$ cat src/rtl/game_turn_ctrl.sv
// Turn sequencer for an N-player drop-piece board game: tracks the player to move, move count and result.
// Optional per-turn forfeit timer is compiled in with `define MOVE_TIMEOUT_EN.
module game_turn_ctrl #(
  parameter int unsigned NUM_PLAYERS    = 2,
  parameter int unsigned BOARD_CELLS    = 42,
  parameter int unsigned TIMEOUT_CYCLES = 1000
) (
  input  logic                             clk,
  input  logic                             reset,
  input  logic                             start,
  input  logic                             move_req,
  input  logic                             col_full,
  input  logic                             check_done,
  input  logic                             win_found,
  output logic [1:0]                       cur_player,
  output logic [1:0]                       status,
  output logic [1:0]                       winner,
  output logic                             move_ack,
  output logic                             move_reject,
  output logic                             check_start,
  output logic [$clog2(BOARD_CELLS+1)-1:0] move_cnt,
  output logic                             timeout
);

  localparam int unsigned    CW          = $clog2(BOARD_CELLS + 1);
  localparam logic [1:0]     LAST_PLAYER = 2'(NUM_PLAYERS - 1);
  localparam logic [CW-1:0]  CELLS       = CW'(BOARD_CELLS);

  if (NUM_PLAYERS < 2 || NUM_PLAYERS > 4 || BOARD_CELLS < 1 || TIMEOUT_CYCLES < 1) begin : g_bad_params
    $error("game_turn_ctrl: parameter out of range");
  end

  typedef enum logic [1:0] {IDLE, TURN, CHECK, OVER} state_e;
  typedef enum logic [1:0] {
    ST_IDLE    = 2'b00,
    ST_PLAYING = 2'b01,
    ST_WIN     = 2'b10,
    ST_TIE     = 2'b11
  } status_e;

  state_e          state, state_nxt;
  status_e         status_q, status_nxt;
  logic [1:0]      player_q, player_nxt;
  logic [1:0]      winner_q, winner_nxt;
  logic [CW-1:0]   cnt_q, cnt_nxt;
  logic            ack_q, ack_nxt;
  logic            rej_q, rej_nxt;
  logic            chk_q, chk_nxt;

  function automatic logic [1:0] next_player(input logic [1:0] p);
    return (p == LAST_PLAYER) ? 2'd0 : p + 2'd1;
  endfunction

`ifdef MOVE_TIMEOUT_EN
  localparam int unsigned   TW       = (TIMEOUT_CYCLES > 1) ? $clog2(TIMEOUT_CYCLES) : 1;
  localparam logic [TW-1:0] TMO_LAST = TW'(TIMEOUT_CYCLES - 1);

  logic [TW-1:0] tmo_cnt, tmo_cnt_nxt;
  logic          tmo_q, tmo_nxt;
  logic          tmo_expire;

  assign tmo_expire = (tmo_cnt == TMO_LAST);

  // Counter only runs while staying in TURN; entry, forfeit and the expiry cycle all restart it.
  always_comb begin
    tmo_cnt_nxt = '0;
    if (state == TURN && state_nxt == TURN && !tmo_expire)
      tmo_cnt_nxt = tmo_cnt + 1'b1;
  end

  always_ff @(posedge clk or posedge reset) begin
    if (reset) begin
      tmo_cnt <= '0;
      tmo_q   <= 1'b0;
    end else begin
      tmo_cnt <= tmo_cnt_nxt;
      tmo_q   <= tmo_nxt;
    end
  end

  assign timeout = tmo_q;
`else
  assign timeout = 1'b0;
`endif

  always_comb begin
    state_nxt  = state;
    status_nxt = status_q;
    player_nxt = player_q;
    winner_nxt = winner_q;
    cnt_nxt    = cnt_q;
    ack_nxt    = 1'b0;
    rej_nxt    = 1'b0;
    chk_nxt    = 1'b0;
`ifdef MOVE_TIMEOUT_EN
    tmo_nxt    = 1'b0;
`endif
    unique case (state)
      IDLE, OVER: begin
        if (start) begin
          state_nxt  = TURN;
          status_nxt = ST_PLAYING;
          player_nxt = '0;
          winner_nxt = '0;
          cnt_nxt    = '0;
        end
      end
      TURN: begin
        if (move_req) begin
          if (col_full) begin
            rej_nxt = 1'b1;
          end else begin
            state_nxt = CHECK;
            ack_nxt   = 1'b1;
            chk_nxt   = 1'b1;
            if (cnt_q != CELLS)
              cnt_nxt = cnt_q + 1'b1;
          end
        end
`ifdef MOVE_TIMEOUT_EN
        else if (tmo_expire) begin
          tmo_nxt    = 1'b1;
          player_nxt = next_player(player_q);
        end
`endif
      end
      CHECK: begin
        if (check_done) begin
          if (win_found) begin
            state_nxt  = OVER;
            status_nxt = ST_WIN;
            winner_nxt = player_q;
          end else if (cnt_q == CELLS) begin
            state_nxt  = OVER;
            status_nxt = ST_TIE;
          end else begin
            state_nxt  = TURN;
            player_nxt = next_player(player_q);
          end
        end
      end
      default: state_nxt = IDLE;
    endcase
  end

  always_ff @(posedge clk or posedge reset) begin
    if (reset) begin
      state    <= IDLE;
      status_q <= ST_IDLE;
      player_q <= '0;
      winner_q <= '0;
      cnt_q    <= '0;
      ack_q    <= 1'b0;
      rej_q    <= 1'b0;
      chk_q    <= 1'b0;
    end else begin
      state    <= state_nxt;
      status_q <= status_nxt;
      player_q <= player_nxt;
      winner_q <= winner_nxt;
      cnt_q    <= cnt_nxt;
      ack_q    <= ack_nxt;
      rej_q    <= rej_nxt;
      chk_q    <= chk_nxt;
    end
  end

  assign status      = status_q;
  assign cur_player  = player_q;
  assign winner      = winner_q;
  assign move_cnt    = cnt_q;
  assign move_ack    = ack_q;
  assign move_reject = rej_q;
  assign check_start = chk_q;

endmodule

$ cat config.mk
export PLATFORM = sky130hd
export DESIGN_NAME = game_turn_ctrl
export DESIGN_NICKNAME = d
export VERILOG_FILES = /design/src/rtl/game_turn_ctrl.sv
export SDC_FILE = /design/constraint.sdc
export NUM_CORES = 1
export LEC_CHECK = 0
export ABC_CLOCK_PERIOD_IN_PS = 2450
export BUFFER_PORTS_ARGS = -buffer_cell sky130_fd_sc_hd__buf_2
export CORE_ASPECT_RATIO = 1.1
export CORE_MARGIN = 2
export CORE_UTILIZATION = 52
export DETAILED_ROUTE_END_ITERATION = 10
export GPL_TIMING_DRIVEN = 0
export PLACE_DENSITY_LB_ADDON = 0.3
export SLEW_MARGIN = 20
export SYNTH_ARGS = -nofsm -noshare
export SYNTH_HDL_FRONTEND = slang
export SYNTH_SLANG_ARGS = --single-unit
$ cat constraint.sdc
create_clock -name clk -period 2.45 [get_ports clk]
set_input_delay 0.3675 -clock clk [delete_from_list [all_inputs] [get_ports clk]]
set_output_delay 0.3675 -clock clk [all_outputs]
set_load 0.005 [all_outputs]
# After elaboration in Yosys (flattened, before gate mapping)
# Cells that the tools add are included.
[op_classes]
muxes = 31
addsub = 2
reduce_logical = 9
eq_ne = 15
[ops]
columns = ["op", "count"]
rows = [
  ["$mux W2", 16],
  ["$mux W6", 4],
  ["$ne A2 B2 Y1 const B", 8],
  ["$pmux W2 S2", 3],
  ["$pmux W6 S2", 1],
  ["$reduce_and A4 Y1", 3],
  ["$reduce_and A5 Y1", 2],
  ["$add A6 B1 Y6 const B", 1],
  ["$eq A6 B6 Y1 const B", 1],
  ["$mux W1", 6],
  ["$ne A6 B6 Y1 const B", 1],
  ["$pmux W2 S3", 1],
  ["$eq A2 B1 Y1 const B", 2],
  ["$eq A2 B2 Y1 const B", 2],
  ["$reduce_bool A2 Y1", 2],
  ["$ne A3 B3 Y1 const B", 1],
  ["$add A2 B1 Y2 const B", 1],
  ["$logic_not A2 Y1", 1],
  ["$reduce_or A2 Y1", 1],
]
[totals]
output_inout_bits = 16
input_bits = 7
ff_bits = 16

# Logic depth before layout (Yosys ltp)
[depth]
word_depth = 6
ltp_mapped = 7
mapped_depth_nobuf = 6

# Least setup slack after synthesis
# Ideal clock, no wire load.
[synth_timing]
path_type = "reg-to-reg"
start = "reg state[0]"
end = "reg cnt_q[1], in the netlist move_cnt[1]"
path_stages_with_launch = 8
arrival_ns = 1.637
setup_ns = 0.126
path_buffers = 1
setup_slack_ns = 0.686
period_less_slack_ns = 1.764
required_ns = 2.324
cell_sequence = "dfrtp_1 > inv_1 > ha_1 > nand2b_2 > nand3_2 > or2_1 > buf_6 > a311o_1"
[synth_via]
elab_chain_len = 4
[synth_rtl]
columns = ["element", "line", "source"]
rows = [
  ["from (decl)", "41", "state_e state, state_nxt;"],
  ["from (signal assigned)", "157", "state <= state_nxt;"],
  ["$eq A2 B2 Y1 or $logic_not A2 Y1 (tied branches)", "98", "unique case (state)"],
  ["$reduce_or A2 Y1", "98", ""],
  ["$ne A2 B2 Y1 (no source line) or $reduce_bool A2 Y1 (tied branches)", "n/a", ""],
  ["$reduce_and A5 Y1 (no source line)", "n/a", ""],
  ["to (signal assigned)", "161", "cnt_q <= cnt_nxt;"],
  ["to (decl)", "45", "logic [CW-1:0] cnt_q, cnt_nxt;"],
]
# Several ways; a longest one is shown, not always the timed one.
# A chain may end at the register's enable or synchronous reset.

# Worst setup path after layout
# Same ends and word-level chain as after synthesis.

==> metrics.yaml <==
run_status:
  status: "finished clean"
drt:
  drtIter0Drc: 10
  dr.pass1.iters: 4
  routed_wl_mm: 1.83
  via_per_inst: 5.72
  drt-wirelength-per-cell_um: 13.2
  vias: 795
  drc: 0
  ant_nets: 0
logic_synthesis:
  synthTopCellsByCount: "16 x dfrtp_1, 10 x inv_1, 8 x o21ai_0"
  ys_async_sr_fraction_pct: 100
  ys.flop_type: "dfrtp_1"
  synthesis.nets: 108
  synth_edf_count: 0
  post_synth_instance_area_um2: 971
  yosysUniqueCellTypes: 43
  avgSynthCellArea_um2: 10.1
  yosys-top-cells-area: "dfrtp_1 41%, ha_1 6.4%, o21ai_0 4.1%"
  ys_ff_latch: 16
  synth_top_area_share_pct: 41.2
  seq_area_frac_synth_pct: 41.2
  yosys.area.top_type: "dfrtp_1"
  synth_warnings: 0
  yosysMostFrequentCell: "dfrtp_1"
  synth_cells: 96
floorplanning:
  initial_core_util_pct: 55.1
  coreArea_um2: 1760
  die_area_um2: 2230
  die_y_um: 49.3
  placementRows: 16
  ios: 23
  die_width_um: 45.2
cells_and_area:
  post-route-util_pct: 64.4
  antennaDiodeCount: 0
  final_nets: 134
  post_layout_nonfiller_instances: 139
  drive_gt1_share_pct: 31.4
  design_area_um2: 1130
  area_growth_pct: 16.9
power_and_ir_drop:
  p_sw_share_pct: 39.2
  clkPwrFrac_pct: 17.8
  p_int_mw: 0.600
  power.switching_mw: 0.387
  seq_power_share_pct: 37.3
  design_power_total_mw: 0.987
  p_per_area_nw_per_um2: 870
  ir_worst_vdd_uv: 614
  power_frac_comb_pct: 44.9
  leakagePower_nw: 0.603
sta:
  layout_setup_ws_ns: 0.538
  slew_viol_final: 0
  worstMarginPinSlew_ns: 0.591
  setup_viol: 0
  hold_ws_ns: 0.125
  finalHoldViolCount: 0
  slew_headroom_pct: 60.5
  rsz0062_at_grt: "false"
  fin_crit_sh_pct: 78.0
  setup_tns_ns: 0
  final.min_clock_period_ns: 1.91
  fmax_mhz: 523
  clock_skew_ns: 0.00212
worst_setup_path:
  critPathKind: "reg -> reg"
  cp-start-kind: "flop"
  crit_fanout: 7
  cp_data_required_time_ns: 2.63
  cp.arrival_ns: 2.09
  rrSetupSlack_ns: 0.54
  r2r_end: "move_cnt[1]"
  r2r_start: "state[0]"
  rr_worst_depth: 7
  cp-end-kind: "flop"
placement:
  io_buffers: 21
  placed_area_um2: 1100
  gp_congestion: 0.819
  pre_cts_ws_ns: 0.557
  placed_cells: 135
  dpl.hpwl_mm: 1.40
global_routing:
  grt_pass1_wl_mm: 3.35
  grt.total_usage_pct: 20.1
  grt_max_degree: 17
  grt_pass1_vias: 766
  antenna_found_initial: 0
  grt_overflow: 0
cts:
  hold_buffers: 0
  h-tree-depth: 1
  postCtsSetupBuffers: 0
  clockBufferDepth: 2
  cts_sinks: 16
  cts_buffers: 3
  clk_latency_ns: 0.29
  clk_pin_slew_ns: 0.09
  ctsRootBufferMaster: "clkbuf_4"
  cts_resized: 0
  cts_tree: "done"
hold_path:
  hold_class: "in -> async"
job:
  maxCapViolCount: 0
-- worst max path at each step --
stage                             end  startpoint  cells past startpoint
after floorplan           move_cnt[1]    state[0]                      7
after global placement    move_cnt[1]    state[0]                      7
after detailed placement  move_cnt[1]    state[0]                      7
after CTS                 move_cnt[1]    state[0]                      7
after global routing      move_cnt[1]    state[0]                      7
final                     move_cnt[1]    state[0]                      7
-- layout make-up --
class	instances	area, um^2
Buffer	5	41.3
Fill cell	156	627
Timing Repair Buffer	21	105
Inverter	10	37.5
Tap cell	18	22.5
Clock buffer	4	36.3
Sequential cell	16	400
Multi-Input combinational cell	65	492
-- cells by family (layout without fill, tap and decap cells) --
| family | count (synthesis) | in the layout | share of synthesized area, % |
|---|---|---|---|
| AOI/OAI and AO/OA | 29 | 29 | 21.8 |
| and+or+nand+nor | 28 | 28 | 20.1 |
| DFF | 16 | 16 | 41.2 |
| buffers and inverters | 15 | 40 | 8.12 |
| adders and majority gates | 5 | 5 | 6.44 |
| other | 1 | 1 | 0.386 |
| xor gates and xnor gates | 1 | 1 | 0.902 |
| muxes | 1 | 1 | 1.03 |
-- metal layers --
layer  GRT usage, %  vias up  part of all wire [%]
li1               -      397                     -
met1           27.1      373                    46
met2           31.4       20                    47
met3           4.44        5                   4.6
met4           6.37        0                   1.6
met5              0        -                     0
-- sequential cells by signal, indices dropped and copies added (netlist names) --
register / count
check_start: 1
state: 2
move_reject: 1
move_cnt: 6
winner: 2
status: 2
cur_player: 2
-- power groups by stage --
stage          Combinational [mW]  Sequential (mW)  Clock (mW)
6_report                    0.443            0.368       0.176
3_5_place_dp                0.444            0.373           0
2_1_floorplan               0.321            0.371           0
3_3_place_gp                0.434            0.371           0
5_1_grt                     0.502            0.379       0.191
4_1_cts                     0.446            0.368       0.178
-- worst max-delay path, stage by stage (launching register included) --
cell and delay [ns]:
dfrtp_1 0.41, inv_1 0.06, ha_1 0.35, nand2b_2 0.16
nand3_2 0.11, or2_1 0.24, buf_6 0.14, a311o_1 0.34
-- placed cells by master (no fill, tap or decap), drive strengths merged, types with 2 or more instances in the layout --
cell type	Yosys	final
o21ai	8	8
and3	2	2
buf	4	25
nor2	2	2
a21oi	2	2
o21a	3	3
nand4b	2	2
nand2	5	5
nand4	2	2
o211ai	2	2
clkbuf	1	5
o31ai	3	3
nand3	6	6
ha	5	5
dfrtp	16	16
nand2b	2	2
a22o	2	2
inv	10	10
Note: power is estimated with default switching activity, not from simulation.
